$ cat config.mk
export PLATFORM = sky130hd
export DESIGN_NAME = settle_timer
export DESIGN_NICKNAME = d
export VERILOG_FILES = /design/src/rtl/truth_table_checker_pkg.sv /design/src/rtl/truth_table_checker_settle_timer.sv
export SDC_FILE = /design/constraint.sdc
export NUM_CORES = 1
export LEC_CHECK = 0
export CELL_PAD_IN_SITES_DETAIL_PLACEMENT = 0
export CELL_PAD_IN_SITES_GLOBAL_PLACEMENT = 1
export CORE_AREA = 3 3 40 42
export CTS_CLUSTER_SIZE = 28
export DETAILED_ROUTE_END_ITERATION = 10
export DIE_AREA = 0 0 43 45
export GPL_TIMING_DRIVEN = 0
export PLACE_DENSITY = 0.54
export SLEW_MARGIN = 20
export SYNTH_ARGS = -nofsm -noshare
export SYNTH_HDL_FRONTEND = slang
export SYNTH_SLANG_ARGS = --single-unit
$ cat constraint.sdc
create_clock -name clk -period 2.72 [get_ports clk]
set_input_delay 0.68 -clock clk [delete_from_list [all_inputs] [get_ports clk]]
set_output_delay 0.68 -clock clk [all_outputs]
set_load 0.01 [all_outputs]
$ cat src/rtl/truth_table_checker_pkg.sv
// Shared types and helpers for the truth-table sweep checker.
package truth_table_checker_pkg;

   // Sweep sequencer states.
   typedef enum logic [1:0] {
      S_IDLE   = 2'd0,
      S_SETTLE = 2'd1,
      S_CHECK  = 2'd2,
      S_DONE   = 2'd3
   } state_t;

   // Width of the settle countdown; covers settle times up to 15 cycles.
   localparam int unsigned SETTLE_W = 4;

   // Number of input vectors in an exhaustive sweep of an n_in-bit input.
   function automatic int unsigned num_vectors(input int unsigned n_in);
      return 32'd1 << n_in;
   endfunction

endpackage

$ cat src/rtl/truth_table_checker_settle_timer.sv
// Settle countdown: loaded with the wait length, counts down to zero.
// expired is high in the last wait cycle, so the owner leaves its wait
// state after exactly 'value' cycles.
module settle_timer
   import truth_table_checker_pkg::*;
(
   input  logic                clk,
   input  logic                rst_n,
   input  logic                load,
   input  logic [SETTLE_W-1:0] value,
   output logic                expired
);

   logic [SETTLE_W-1:0] cnt;

   // Down-counter with load priority; parks at zero.
   always_ff @(posedge clk) begin
      if (!rst_n) begin
         cnt <= '0;
      end else if (load) begin
         cnt <= value;
      end else if (cnt != '0) begin
         cnt <= cnt - SETTLE_W'(1);
      end
   end

   assign expired = (cnt == SETTLE_W'(1));

endmodule

==> impl_summary.md <==
Floorplanning
The die height is between 40 and 50 um. The floorplan has 13 rows. The initial utilization of the core area, before any placement, comes to 0.196.

The overall die area is between 0.0015 and 0.002 sq mm. The floorplan die width is about 43 um. The count of boundary I/O pins is 8. The area of the core is 0.00128 sq mm.

GRT
The number of antenna violations at the first check in global routing is 0. The via count of the first global-routing pass is ~220. The global-route usage over all layers is 0.0608. The residual overflow from global routing is 0. Entering global routing, the biggest net connects 8 pins. The first-pass GRT wire length is approximately 800 um.

STA
The maximum clock rate is approximately 450 MHz. Setup total negative slack on the finished layout was measured at 0 ns. Setup repair after global routing left no endpoint under its margin. The number of hold violations in the final report is 0. The slew of the pin with the lowest slew margin is approximately 0.55 ns.

The final cycle utilization of the critical path is 0.819. After layout, the worst setup slack is between 0.4 and 0.5 ns. The clock skew after layout is between 0.0003 and 0.0004 ns.

The final critical path time including I/O delays and setup is 2.23 ns. The number of pins with negative max-slew slack in the final report was 0. The final-report setup violation count is 0.

Headroom to the max-slew limit came out at 0.631.

Final layout
The number of antenna diodes in the final layout is 0. The ratio of cells with drive above 1 in the final layout is 0.135. Relative to the synthesized area, the layout overhead comes to 44.3%. The filler cell count is 141.

The final layout contains roughly 50 nets. The post-route standard cell area excluding fillers is between 300 and 400 sq um. The largest registers in the layout are cnt: 4 flops. The register cell area after layout is ~80 sq um. The library cells used most frequently in the layout, excluding fill and tap cells, are clkdlybuf4s50_1 (7), dfxtp_1 (4), ha_1 (3), clkbuf_4 (3). The multi-input combinational cells in the finished layout cover a total of 164 sq um. The final core utilization is 0.282. The register name with the most flops is cnt. The register with the most flip-flops in the layout has 4 of them. Leaving out fill and tap cells, the most frequent cell in the layout is clkdlybuf4s50_1.

Run
Max-cap violations in this run came to 0.

Pwr
For this design the static power due to leakage is 0.141 nW. The maximum vdd drop is 0.196 mV. Power spread over the standard cell area amounts to 570 mW/mm^2.

Place
Routability-driven placement finished with a final weighted congestion of about 0.60. In this run the cell area measured after placement is between 300 and 400 sq um. The quantity of I/O buffers inserted on ports is 7. Before CTS, the worst setup slack after placement is roughly 0.74 ns.

Synthesis
The number of synthesized register bits is 4. Synthesis produced 27 cells. The share of the yosys chip area belonging to registers is 0.318. The share of Yosys cell area claimed by the top area cell type is 0.318.

The number of nets handed over by synthesis was 37. The count of different cell masters after synthesis is 15. dfxtp_1 takes more of the synthesized area than any other cell. The total of warnings raised by yosys is 0. After synthesis, the mean cell area works out to between 9 and 10 sq um. After synthesis, the cell types taking the most area are dfxtp_1 (32%), ha_1 (15%), xnor2_1 (7.0%), nor3b_1 (6.0%), o31ai_1 (6.0%). The cell area after synthesis is 251 sq um.

CTS
The quantity of gates resized following cts is 0. TritonCTS created 3 clock buffers. The root buffer cell is clkbuf_4.

The deepest level of the CTS H-tree is 1. The TritonCTS clock tree is built. The count of hold-fix buffers inserted at cts is 0. The later-pin clock latency in the skew report is ~0.23 ns. The number of sinks on the clock net is 4.

Clock-pin slew was measured on the worst setup and hold paths at ~0.030 ns. The number of setup buffers added after CTS is 0. In this run the deepest clock path goes through 2 buffers.

Critical path
On the worst path, the slowest cell contributes a delay of roughly 0.56 ns. The required time reported for the critical path endpoint is 2.04 ns. The critical path contains buffers and inverters numbering 2 combined. For this design, the slowest cell found on the critical path is clkdlybuf4s50_1. STA classifies the critical path endpoint as an output port. Broken down by cell family, the worst path's largest delay share belongs to buffers and inverters.

Walking the worst path, the cells encountered are inv_1, ha_1, nor3b_1, clkdlybuf4s50_1. STA classifies the critical path startpoint as a flop. The category of the most critical setup path is flop to output port. Data on the critical path arrives at its endpoint at roughly 1.6 ns. The maximum fanout encountered on the critical timing path is 4.

Route
The antenna violation net count after detailed routing is 0. The initial detailed-routing violation count is 2. The total iterations of the first detailed-routing run is 4.

The number of vias in the routed layout is approximately 220. Wires add up to 465 um. Dividing the detail-routed wire length by the instance count gives 8.94 um. Using the TritonRoute via totals, the vias-per-cell ratio works out to roughly 4.3. The remaining routing DRC violations is 0.

Run status
The run finished with clean final reports.

Worst hold path
The type of the worst min-delay path is flop to flop.
==> power by group <==
part	internal (mW)	leakage [nW]	switching, mW	total [mW]
Sequential	0.0664	0.0332	0.00692	0.0734
Clock	0.0492	0.0138	0.0218	0.0710
Combinational	0.0366	0.0939	0.0257	0.0623
Total	0.152	0.141	0.0544	0.207
==> layout make-up <==
type,instances,share of cell area
clock buffer,3,0.0621
inverter,2,0.0207
multi-input combinational,21,0.452
sequential,4,0.221
tap,15,0.0517
timing repair buffer,7,0.193
==> Yosys cell counts, drive strengths merged <==
cell type	count
or4	1
o21ai	2
mux2	1
nand2b	1
xnor2	2
dfxtp	4
nand2	2
o31ai	2
ha	3
nand3	2
a211o	1
a21boi	1
nor3b	2
and2	1
inv	2
==> kinds of logic after synthesis <==
logic type               after synthesis  share of synthesized area
AO/OA/AOI/OAI                          6                      0.179
XOR/XNOR                               2                     0.0697
adder cells (fa/ha/maj)                3                      0.149
buffers and inverters                  2                     0.0299
flip-flops                             4                      0.318
multiplexers                           1                     0.0448
AND/OR/NAND/NOR                        9                      0.209
==> worst register-to-register path, cell delays in order, from the launching register on <==
cell and delay (ns):
dfxtp_1 0.32, inv_1 0.11, ha_1 0.15, nor3b_1 0.47
mux2_2 0.40, o21ai_0 0.14
==> metrics by stage <==
step / hold WS [ns] / power, mW / instances
after CTS: 0.631 / 0.213 / 52
after detailed placement: 0.626 / 0.138 / 49
final: 0.619 / 0.207 / 52
after global routing: 0.676 / 0.220 / 52
after floorplan: 0.575 / 0.115 / 27
after global placement: 0.615 / 0.137 / 49
==> path summary, 6_finish.rpt <==
| kind | startpoint | endpoint | slack [ns] | cells past startpoint |
|---|---|---|---|---|
| setup reg to reg | cnt[0] | cnt[1] | 1.04 | 5 |
| setup / recovery | cnt[1] | expired | 0.49 | 4 |
| hold reg to reg | cnt[3] | cnt[3] | 0.62 | 3 |
| hold / removal | cnt[3] | cnt[3] | 0.62 | 3 |
==> layer usage <==
layer	routed length [um]	vias to the layer above	GRT usage
met2	219	9	0.0928
met3	35	2	0.0120
met1	192	95	0.0580
met5	0	-	0
met4	17	0	0.0904
li1	-	116	-
(Power assumes the default switching activity.)
